===== src/rtl/mem_port_arbiter.sv =====
// Shares one memory port between the instruction-fetch and data load/store channels.
// One transaction is in flight at a time: a write retires at request ack, a read at response ack.
module mem_port_arbiter #(
    parameter int PRIO_MODE = 0,
    parameter int TIMEOUT   = 1024,
    parameter int CNT_W     = 16
) (
    input  logic        clk,
    input  logic        rst,
    input  logic [31:0] inst_addr,
    input  logic        inst_req_valid,
    output logic        inst_req_ack,
    output logic [31:0] inst_rdata,
    output logic        inst_rdata_valid,
    input  logic        inst_rdata_ack,
    input  logic [31:0] data_addr,
    input  logic        data_read,
    input  logic        data_write,
    input  logic [31:0] data_wdata,
    input  logic [3:0]  data_strb,
    output logic        data_req_ack,
    output logic [31:0] data_rdata,
    output logic        data_rdata_valid,
    input  logic        data_rdata_ack,
    output logic [31:0] mem_addr,
    output logic        mem_read,
    output logic        mem_write,
    output logic [31:0] mem_wdata,
    output logic [3:0]  mem_strb,
    input  logic        mem_req_ack,
    input  logic [31:0] mem_rdata,
    input  logic        mem_rdata_valid,
    output logic        mem_rdata_ack,
    output logic        grant_data,
    output logic        timeout_err
);

    localparam logic [1:0] ST_IDLE = 2'd0;
    localparam logic [1:0] ST_REQ  = 2'd1;
    localparam logic [1:0] ST_RESP = 2'd2;

    logic [1:0]       r_state;
    logic [31:0]      r_addr;
    logic [31:0]      r_wdata;
    logic [3:0]       r_strb;
    logic             r_read;
    logic             r_write;
    logic             r_grant_data;   // doubles as last_grant: 1 = data channel
    logic [CNT_W-1:0] r_cnt;
    logic             r_timeout;

    logic w_pend_i;
    logic w_pend_d;
    logic w_win_data;
    logic w_in_req;
    logic w_in_resp;
    logic w_busy;
    logic w_rd_ack;
    logic w_cnt_hit;

    assign w_pend_i  = inst_req_valid;
    assign w_pend_d  = data_read | data_write;
    // Under contention round-robin hands the port to the channel not granted last time.
    assign w_win_data = w_pend_d & (~w_pend_i | (PRIO_MODE != 0) | ~r_grant_data);
    assign w_in_req  = (r_state == ST_REQ);
    assign w_in_resp = (r_state == ST_RESP);
    assign w_busy    = w_in_req | w_in_resp;
    assign w_rd_ack  = r_grant_data ? data_rdata_ack : inst_rdata_ack;

    generate
        if (TIMEOUT != 0) begin : g_tmo
            assign w_cnt_hit = (r_cnt == CNT_W'(TIMEOUT - 1));
        end else begin : g_no_tmo
            assign w_cnt_hit = 1'b0;
        end
    endgenerate

    always_ff @(posedge clk or negedge rst) begin
        if (!rst) begin
            r_state      <= ST_IDLE;
            r_addr       <= '0;
            r_wdata      <= '0;
            r_strb       <= '0;
            r_read       <= 1'b0;
            r_write      <= 1'b0;
            r_grant_data <= 1'b0;
            r_cnt        <= '0;
            r_timeout    <= 1'b0;
        end else begin
            case (r_state)
                ST_IDLE: begin
                    if (w_pend_i | w_pend_d) begin
                        r_state      <= ST_REQ;
                        r_grant_data <= w_win_data;
                        r_cnt        <= '0;
                        if (w_win_data) begin
                            // A simultaneous read+write request is serviced as a write.
                            r_addr  <= data_addr;
                            r_write <= data_write;
                            r_read  <= ~data_write;
                            r_wdata <= data_wdata;
                            r_strb  <= data_strb;
                        end else begin
                            r_addr  <= inst_addr;
                            r_write <= 1'b0;
                            r_read  <= 1'b1;
                            r_wdata <= '0;
                            r_strb  <= '0;
                        end
                    end
                end
                ST_REQ: begin
                    if (mem_req_ack) begin
                        r_state <= r_write ? ST_IDLE : ST_RESP;
                    end
                end
                ST_RESP: begin
                    if (mem_rdata_valid & w_rd_ack) begin
                        r_state <= ST_IDLE;
                    end
                end
                default: r_state <= ST_IDLE;
            endcase

            if (w_busy) begin
                if (!(&r_cnt)) begin
                    r_cnt <= r_cnt + 1'b1;
                end
                if (w_cnt_hit) begin
                    r_timeout <= 1'b1;
                end
            end
        end
    end

    assign mem_addr   = w_in_req ? r_addr  : '0;
    assign mem_wdata  = w_in_req ? r_wdata : '0;
    assign mem_strb   = w_in_req ? r_strb  : '0;
    assign mem_read   = w_in_req & r_read;
    assign mem_write  = w_in_req & r_write;

    assign inst_req_ack     = w_in_req & ~r_grant_data & mem_req_ack;
    assign data_req_ack     = w_in_req &  r_grant_data & mem_req_ack;
    assign inst_rdata       = (w_in_resp & ~r_grant_data) ? mem_rdata : '0;
    assign data_rdata       = (w_in_resp &  r_grant_data) ? mem_rdata : '0;
    assign inst_rdata_valid = w_in_resp & ~r_grant_data & mem_rdata_valid;
    assign data_rdata_valid = w_in_resp &  r_grant_data & mem_rdata_valid;
    assign mem_rdata_ack    = w_in_resp & w_rd_ack;

    assign grant_data  = r_grant_data;
    assign timeout_err = r_timeout;

endmodule


===== config.mk =====
export PLATFORM = sky130hd
export DESIGN_NAME = mem_port_arbiter
export DESIGN_NICKNAME = d
export VERILOG_FILES = /design/src/rtl/mem_port_arbiter.sv
export SDC_FILE = /design/constraint.sdc
export NUM_CORES = 1
export LEC_CHECK = 0
export ABC_AREA = 1
export BUFFER_PORTS_ARGS = -buffer_cell sky130_fd_sc_hd__buf_4
export CAP_MARGIN = 20
export CORE_UTILIZATION = 46
export DETAILED_ROUTE_END_ITERATION = 6
export GPL_ROUTABILITY_DRIVEN = 1
export GPL_TIMING_DRIVEN = 0
export HOLD_SLACK_MARGIN = 0.02
export PLACE_DENSITY = 0.82
export REMOVE_ABC_BUFFERS = 1
export SYNTH_ARGS = -nofsm -noshare
export SYNTH_HDL_FRONTEND = slang
export SYNTH_SLANG_ARGS = --single-unit

===== constraint.sdc =====
create_clock -name clk -period 2 [get_ports clk]
set_input_delay 0.3 -clock clk [delete_from_list [all_inputs] [get_ports clk]]
set_output_delay 0.3 -clock clk [all_outputs]
set_load 0.005 [all_outputs]

* After elaboration in Yosys (flattened, before gate mapping) *
Index checks and enable logic that the tools add are counted.

storage, ports and cells
  output and inout port bits = 141
  bits in registers = 90
  logic and storage cells = 61
  input bits = 141

cells by class
  add/subtract/negate cells = 1
  bitwise operators = 20
  reduce and logical (&&, ||, !) cells = 5
  mux-type cells = 20
  equality and inequality tests = 6

operators with widths
  kind                     count
  $mux W32                 6
  $mux W16                 4
  $add A16 B1 Y16 const B  1
  $eq A16 B10 Y1 const B   1
  $reduce_and A16 Y1       1
  $and A1 B1 Y1            13
  $mux W2                  4
  $mux W4                  2
  $pmux W2 S3              1
  $ne A2 B2 Y1 const B     2
  $or A1 B1 Y1             4
  $reduce_and A2 Y1        2
  $mux W1                  3
  $not A1 Y1               3
  $reduce_and A3 Y1        1
  $eq A2 B1 Y1 const B     1
  $eq A2 B2 Y1 const B     1
  $logic_not A2 Y1         1
  $ne A2 B1 Y1 const B     1

* Logic depth before layout (Yosys ltp) *
Gate-level depths: netlist of the first run.

  depth after elaboration = 6
  gate-level depth with buffers = 10

* Least setup slack after synthesis of the first run *
Ideal clock, no wire load.

  path type = reg2reg
  start point = register r_state[0]
  end point = register r_cnt[8]
  stages on the path, launching flop included = 10
  setup time = 0.117 ns
  slack = 0.428 ns
  period minus slack after synthesis = 1.572 ns
  required time = 1.883 ns
  arrival = 1.455 ns
  cells stage by stage = dfrtp_1 -> inv_1 -> ha_1 -> inv_1 -> nor2_2 -> inv_2 -> buf_2 -> buf_2 -> nand3_1 -> nand2_1

between the ends
  longest elaborated chain between the ends = 4
  elaborated cells on any way between the ends = 7
  classes of those cells = 2 x eq/ne; 3 x mux; 1 x bitwise; 1 x reduce/logical

ends and longest elaborated chain
  element                 line  RTL
  from (decl)             42    logic [1:0] r_state;
  from (signal assigned)  114   r_state <= r_write ? ST_IDLE : ST_RESP;
  $logic_not A2 Y1        90    case (r_state)
  $mux W16                90
  $mux W16                126   if (!(&r_cnt)) begin
  $mux W16 *              125   if (w_busy) begin
  to (signal assigned)    127   r_cnt <= r_cnt + 1'b1;
  to (decl)               49    logic [CNT_W-1:0] r_cnt;

Every way passes the cells marked *; elsewhere a longest branch is shown, timed or not.
A chain may end at the register's enable or synchronous reset.

* Final worst setup path of the first run *
  start point = register r_state[1]
  end point = output mem_addr[23]

between the ends
  longest elaborated chain between the ends = 2

ends and longest elaborated chain
  element       line  RTL
  $eq A2 B1 Y1  65    assign w_in_req = (r_state == ST_REQ);
  $mux W32      136   assign mem_addr = w_in_req ? r_addr : '0;
  to (decl)     25    output logic [31:0] mem_addr,

Every way passes these cells.

==> results of run 1 <==
==> metal layers <==
layer  track usage, %  routed length [um]  vias to the layer above
met5                0                   0                        -
met3            8.428                1701                       44
met2            54.75                9103                      261
met4            16.51                 762                        0
met1            34.83                6491                     2639
li1                 -                   -                     2839
==> state kept, by name (all words and copies together) (netlist names) <==
register     count
r_read           1
r_write          1
r_wdata         32
timeout_err      1
r_strb           4
r_cnt           16
r_addr          32
r_state          2
grant_data       1
==> metrics by stage <==
step / hold slack, ns / worst slack, ns / setup TNS, ns / area, um^2
after floorplan: 0.004409 / -1.001 / -96.09 / 5032
after global placement: 0.4532 / -2.742 / -319.97 / 7317
after detailed placement: 0.2904 / -1.224 / -103.30 / 7403
after CTS: 0.1829 / -0.003192 / -0.004993 / 7884
after global routing: 0.1786 / 0.01261 / 0 / 7956
final: 0.1785 / 0.08885 / 0 / 7956
==> cell usage after synthesis, types with 2 or more instances <==
| cell type | n | area (um^2) |
|---|---|---|
| nand2_1 | 214 | 803.3 |
| inv_1 | 122 | 457.9 |
| nor2_1 | 112 | 420.4 |
| dfrtp_1 | 90 | 2252 |
| o21ai_0 | 66 | 330.3 |
| nand3_1 | 64 | 320.3 |
| clkbuf_1 | 29 | 108.9 |
| o21ai_2 | 11 | 96.34 |
| buf_2 | 10 | 50.05 |
| ha_1 | 5 | 62.56 |
| xnor2_1 | 5 | 43.79 |
| xor2_1 | 4 | 35.03 |
| buf_12 | 2 | 40.04 |
| inv_2 | 2 | 7.510 |
| nand2_4 | 2 | 22.52 |
| nand3_2 | 2 | 20.02 |
| nor2_2 | 2 | 12.51 |
| nor2_4 | 2 | 22.52 |
| o21ai_1 | 2 | 10.01 |
==> critical path: stages, from the launching register on <==
cell and delay, ns:
dfrtp_1 0.43, inv_2 0.14, ha_4 0.21, buf_12 0.24
nand2_1 0.08, inv_1 0.06, buf_4 0.11
==> how the worst min path moves through the flow <==
| stage | from | end | slack [ns] | cells after the start |
|---|---|---|---|---|
| after floorplan | rst | grant_data$_DFFE_PN0P_ | 0.004 | 0 |
| after global placement | r_wdata[26]$_DFFE_PN0P_ | r_wdata[26]$_DFFE_PN0P_ | 0.45 | 2 |
| after detailed placement | rst | grant_data$_DFFE_PN0P_ | 0.29 | 1 |
| after CTS | data_write | r_read$_DFFE_PN0P_ | 0.18 | 2 |
| after global routing | data_write | r_read$_DFFE_PN0P_ | 0.18 | 2 |
| final | data_write | r_read$_DFFE_PN0P_ | 0.18 | 2 |
==> what timing repair did <==
action,CTS,global route
setup buffers,8,5
gates cloned,1,0
hold buffers,1,0
pin swaps,3,2
gates resized for setup,11,9
endpoints found under the setup margin,225,166
endpoints found under the hold margin,34,0
==> layout make-up <==
cell class / instances / area [um^2] / area share, %
timing repair buffer: 298 / 2318 / 29.14
multi-input combinational: 505 / 2405 / 30.22
sequential: 90 / 2253 / 28.32
clock inverter: 3 / 90.09 / 1.132
clock buffer: 11 / 232.7 / 2.925
inverter: 125 / 481.7 / 6.054
tap: 140 / 175.2 / 2.202
==> kinds of logic after synthesis <==
| group | count (synthesis) | synth area share [%] |
|---|---|---|
| AND/OR/NAND/NOR | 404 | 32.08 |
| buffers and inverters | 168 | 13.02 |
| flip-flops | 90 | 42.93 |
| AO/OA/AOI/OAI | 86 | 9.278 |
| XOR/XNOR | 9 | 1.502 |
| adder cells (fa/ha/maj) | 5 | 1.192 |
==> where the power goes <==
part           internal, W  switching, W
logic              0.00210       0.00288
clock network      0.00121      0.000665
registers          0.00255      0.000443
==> impl_metrics.csv, run 1 <==
group,metric,value,unit
global_routing,grt_max_degree,84,
cts,clkSinkCount,90,
timing,timing_max_transition_violations_final,0,
floorplanning,boundaryPins,282,
detailed_routing,drc,0,
cts,tritoncts.num_buffers,9,
timing,finalCriticalPeriod,1.911,ns
cts,clk_path_buf_depth,2,
timing,hold_viol_final,0,
cts,clockRootBuffer,"clkbuf_16",
synth,yosys_warnings,0,
pwr,post-layout-total-power,0.009844,W
timing,fmax,0.5232,GHz
detailed_routing,drtIter0Drc,434,
synth,async_flop_share,100.0,%
global_routing,gr-usage-all-layers,31.35,%
final_layout,diodes,0,
synth,syn-instance-count,762,
critical_path,largest_fanout_of_any_net_on_the_critical_path,36,
synth,synth_flop_cell,"dfrtp_1",
placed_design,detailed_place_hpwl,11.62,mm
worst_hold_path,worst_hold_path_type,"in2reg",
critical_path,worstReg2RegStart,"grant_data$_DFFE_PN0P_",
cts,clkLatencyLatePin,0.34,ns
detailed_routing,finalWirelength,18.06,mm
final_layout,final_layout_size_suffix_gt1_share,33.33,%
critical_path,worst-endpoint-required,1.70,ns
critical_path,setup_slack_on_the_worst_flop_to_flop_path,0.15,ns
synth,seq_area_frac_synth,42.93,%
detailed_routing,via_count,5783,
synth,synth_edf_count,0,
timing,worst_slew_margin_rel,67.11,%
cts,clock_tree.htree_level_count,3,
detailed_routing,postRouteAntennaNets,0,
placed_design,place.detailed.instances,1143,
placed_design,gp_congestion,0.8426,
detailed_routing,drt-pass1-iter-count,7,
critical_path,setup.worst_path.start_class,"flop",
pwr,worst_ir_drop_vdd,654.6,uV
global_routing,grt_first_pass_wirelength,27.57,mm
critical_path,critical_path.reg2reg.endpoint,"r_addr[6]$_DFFE_PN0P_",
synth,post_synthesis_cell_area,0.005246,mm^2
critical_path,depth_of_the_worst_register_to_register_path,6,
synth,ys_ff_latch,90,
critical_path,crit_path_end,"mem_addr[23]",
final_layout,finalNonFillerCells,1172,
status,outcome,"completed",
timing,tightest_slew,0.4934,ns
placed_design,io_buffer_count,281,
critical_path,critPathCaptureType,"output port",
floorplanning,die_area,0.01184,mm^2
detailed_routing,avgRoutedWirePerCell,15.41,um
timing,final.period_utilization,95.56,%
timing,setup_viol,0,
cts,clk_pin_slew_worst_paths,0.06,ns
final_layout,nets,1175,
timing,fin_worst_skew,0.006002,ns
critical_path,worstSetupPathType,"reg2out",
final_layout,layout_common_cells,"buf_4 (288), nand2_1 (211), inv_1 (120), nor2_1 (112), dfrtp_1 (89)",
floorplanning,floorplan.core_area,0.01098,mm^2
pwr,leakagePower,4.818,nW
synth,unique_masters_post_synth,35,
critical_path,worstPathArrival,1.61,ns
synth,syn-mean-instance-area,6.885,um^2
floorplanning,rows,38,
global_routing,grt_pass1_vias,5322,
timing,unrepaired_setup_endpoints_after_global_routing,"no",
cts,cts_tree,"yes",
final_layout,most_frequent_standard_cell_in_the_layout_excluding_fill_and_tap_cells,"buf_4",
critical_path,startpoint,"r_state[1]$_DFFE_PN0P_",
global_routing,grt.overflow.total,0,
pwr,power.density,1237,mW/mm^2
floorplanning,initial_core_util,47.77,%
final_layout,layout.filler_cells,908,
job,maxCapViolations,0,
floorplanning,die-height,108.8,um
global_routing,grt_antenna_before_repair,0,
final_layout,layout.core_utilization,72.44,%
detailed_routing,drt-vias-per-instance,4.934,
floorplanning,floorplan.die.width,108.8,um
final_layout,areaGrowthSynthToFinish,51.66,%
(Power assumes the default switching activity.)
==> run 2, diff against run 1 <==
ABC_AREA = not set   (was 1)
CORE_AREA = 2 2 110 112   (was not set)
CORE_UTILIZATION = not set   (was 46)
DIE_AREA = 0 0 112 114   (was not set)
GPL_ROUTABILITY_DRIVEN = 0   (was 1)
PLACE_DENSITY = 0.79   (was 0.82)
==> run 2 against run 1 <==
  * The flow now finishes with violations (setup timing)
  * Clock power decreased by 8%
  * Final cell count shrank 19%
  * Area after synthesis fell by 3.6%
  * Flip-flop and latch count unchanged
  * Worst setup slack lost 0.090 ns
  * Total power shrank 2.2%
  * Die area grew 7.9%
  * First-iteration DRC count is 20% lower
  * Register-to-register slack lost 0.10 ns
  * Largest cell class unchanged
==> impl_metrics.csv, run 2 <==
group,metric,value,unit
floorplanning,die-height,114,um
timing,timing_max_transition_violations_final,0,
timing,worst_slew_margin_rel,42.25,%
detailed_routing,via_count,5075,
global_routing,grt_first_pass_wirelength,26.05,mm
timing,worst_slack,-0.0008634,ns
synth,post-synth-top-count-cell,"and2_1",
synth,unique_masters_post_synth,49,
floorplanning,die_area,0.01277,mm^2
critical_path,worstPathCellList,"inv_2, ha_4, nor2b_4, buf_12, buf_8, and2_4, buf_6",
critical_path,largest_fanout_of_any_net_on_the_critical_path,6,
synth,ys_ff_latch,90,
synth,synth_largest_area_cell,"dfrtp_1",
placed_design,detailed_place_hpwl,12.19,mm
pwr,post-layout-total-power,0.009630,W
detailed_routing,finalWirelength,17.31,mm
synth,synth_top_area_share,44.52,%
critical_path,setup.worst_path.start_class,"flop",
cts,clockRootBuffer,"clkbuf_16",
critical_path,critical-path-top-delay-family,"buffers and inverters",
cts,clk_path_buf_depth,2,
critical_path,critPathCaptureType,"output port",
global_routing,gr-usage-all-layers,25.76,%
final_layout,areaGrowthSynthToFinish,59.78,%
cts,clkLatencyLatePin,0.35,ns
cts,tritoncts.num_buffers,9,
timing,fin_tns_setup,-0.0008634,ns
timing,fmax,0.4998,GHz
critical_path,cp_slowest_stage_delay,0.41,ns
global_routing,grt_max_degree,91,
synth,yosys_warnings,0,
timing,final.period_utilization,100.0,%
detailed_routing,drc,0,
critical_path,worstPathArrival,1.70,ns
final_layout,most_frequent_standard_cell_in_the_layout_excluding_fill_and_tap_cells,"buf_4",
floorplanning,floorplan.core_area,0.01171,mm^2
critical_path,timing.critical_path.buf_inv,4,
worst_hold_path,worst_hold_path_type,"in2reg",
job,maxCapViolations,0,
floorplanning,boundaryPins,282,
status,violated_checks,"setup timing",
synth,most_area_consuming_cells_after_synthesis,"dfrtp_1 (45%), and2_1 (13%), mux2i_1 (6.7%)",
final_layout,final_layout_size_suffix_gt1_share,45.69,%
timing,hold_viol_final,0,
placed_design,instance_area_at_placement,0.007335,mm^2
global_routing,grt_pass1_vias,4895,
pwr,leakagePower,4.128,nW
cts,clkSinkCount,90,
timing,fin_worst_skew,0.007865,ns
detailed_routing,drt-pass1-iter-count,5,
status,outcome,"finished with violations",
timing,unrepaired_setup_endpoints_after_global_routing,"yes",
final_layout,finalNonFillerCells,949,
timing,tightest_slew,0.8653,ns
final_layout,postLayoutCellArea,0.008083,mm^2
detailed_routing,drtIter0Drc,348,
placed_design,io_buffer_count,281,
synth,syn-instance-count,522,
synth,synth_top_cells_by_count,"and2_1 (105), dfrtp_1 (90), nand2_1 (42), a22o_1 (37), o21ai_0 (37)",
final_layout,layout_common_cells,"buf_4 (265), dfrtp_1 (88), and2_1 (84), nand2_1 (42)",
detailed_routing,postRouteAntennaNets,0,
cts,clock_tree.htree_level_count,3,
synth,async_flop_share,100.0,%
synth,synth_edf_count,0,
cts,cts_tree,"yes",
cts,clk_pin_slew_worst_paths,0.07,ns
synth,post_synthesis_cell_area,0.005059,mm^2
critical_path,worstSetupPathType,"reg2out",
pwr,power.density,1191,mW/mm^2
final_layout,nets,942,
synth,synth_flop_cell,"dfrtp_1",
floorplanning,floorplan.die.width,112,um
critical_path,critPathSlowestCell,"dfrtp_1",
timing,finalCriticalPeriod,2.001,ns
final_layout,largest_registers,"r_addr: 32 flops, r_wdata: 32 flops, r_cnt: 16 flops",
synth,seq_area_frac_synth,44.52,%
detailed_routing,drt-vias-per-instance,5.348,
floorplanning,rows,40,
global_routing,grt.overflow.total,0,
placed_design,place.detailed.instances,916,
global_routing,grt_antenna_before_repair,1,
timing,setup_viol,1,
synth,syn-mean-instance-area,9.691,um^2
timing,worst_hold_slack,0.1663,ns
floorplanning,initial_core_util,43.19,%
detailed_routing,avgRoutedWirePerCell,18.24,um
pwr,worst_ir_drop_vdd,838.7,uV
critical_path,worst-endpoint-required,1.70,ns
-- run 2: cell count changes in the layout (fill, tap and decap cells not counted), moves of 20 or more --
cell / delta
and2_4: +21
mux2i_1: +34
o21ai_0: -29
a22o_1: +37
and2_1: +84
nor2_1: -109
and3_1: +36
nand2_1: -169
inv_1: -107
buf_4: -23
nand3_1: -59
buf_6: +20
-- run 2: power breakdown --
group	internal (W)	switching (W)	leakage (nW)
Clock	0.000976	0.000740	0.142
Sequential	0.00254	0.000441	1.14
Combinational	0.00258	0.00235	2.84
Total	0.00610	0.00353	4.13
-- run 2: routing by layer --
layer  up-vias  wire [um]  GRT usage, %  share of wire, %
met2       212       9032         44.77                52
li1       2385          -             -                 -
met3        49       1286         7.226               7.4
met4         0        717         10.73               4.1
met1      2429       6270         30.17                36
met5         -          0             0                 0
-- run 2: repair_timing --
| item | in CTS | in global routing |
|---|---|---|
| endpoints found under the hold margin | 0 | 17 |
| gates resized for setup | 14 | 49 |
| hold buffers | 0 | 1 |
| buffers inserted | 6 | 5 |
| cloned | 2 | 3 |
| pin swaps | 1 | 20 |
| setup endpoints to repair | 206 | 124 |
-- run 2: final timing paths --
kind | startpoint | to | slack [ns] | cells past startpoint
worst min register to register | r_addr[26]$_DFFE_PN0P_ | r_addr[26]$_DFFE_PN0P_ | 0.47 | 2
worst max register to register | r_state[0]$_DFFE_PN0P_ | r_cnt[8]$_DFF_PN0_ | 0.05 | 6
worst min-delay path | data_wdata[3] | r_wdata[3]$_DFFE_PN0P_ | 0.17 | 2
worst max-delay path | r_state[0]$_DFFE_PN0P_ | inst_rdata_valid | -0.0009 | 7
min in group asynchronous | rst | r_wdata[11]$_DFFE_PN0P_ | 0.41 | 2
max in group asynchronous | rst | grant_data$_DFFE_PN0P_ | 0.94 | 3
-- run 2: per-stage QoR --
stage	utilization, %	setup WS (ns)
after detailed placement	62.63	-0.8095
final	69.02	-0.0008634
after floorplan	-	-1.013
after CTS	66.56	-0.004810
after global routing	69.02	-0.05877
after global placement	61.35	-2.289
-- run 2: logic make-up after synthesis --
| kind of cell | after synthesis | share of synthesized area (%) |
|---|---|---|
| AND/OR/NAND/NOR | 223 | 26.12 |
| AO/OA/AOI/OAI | 106 | 15.58 |
| flip-flops | 90 | 44.52 |
| buffers and inverters | 57 | 4.501 |
| multiplexers | 36 | 7.173 |
| XOR/XNOR | 5 | 0.8657 |
| adder cells (fa/ha/maj) | 5 | 1.237 |
-- run 2: final cells by class --
cell class | instances | area (um^2)
Sequential cell | 90 | 2257
Fill cell | 898 | 3628
Clock inverter | 7 | 80.08
Tap cell | 147 | 183.9
Antenna cell | 1 | 2.502
Inverter | 16 | 63.81
Multi-Input combinational cell | 376 | 2711
Clock buffer | 9 | 225.2
Timing Repair Buffer | 303 | 2559
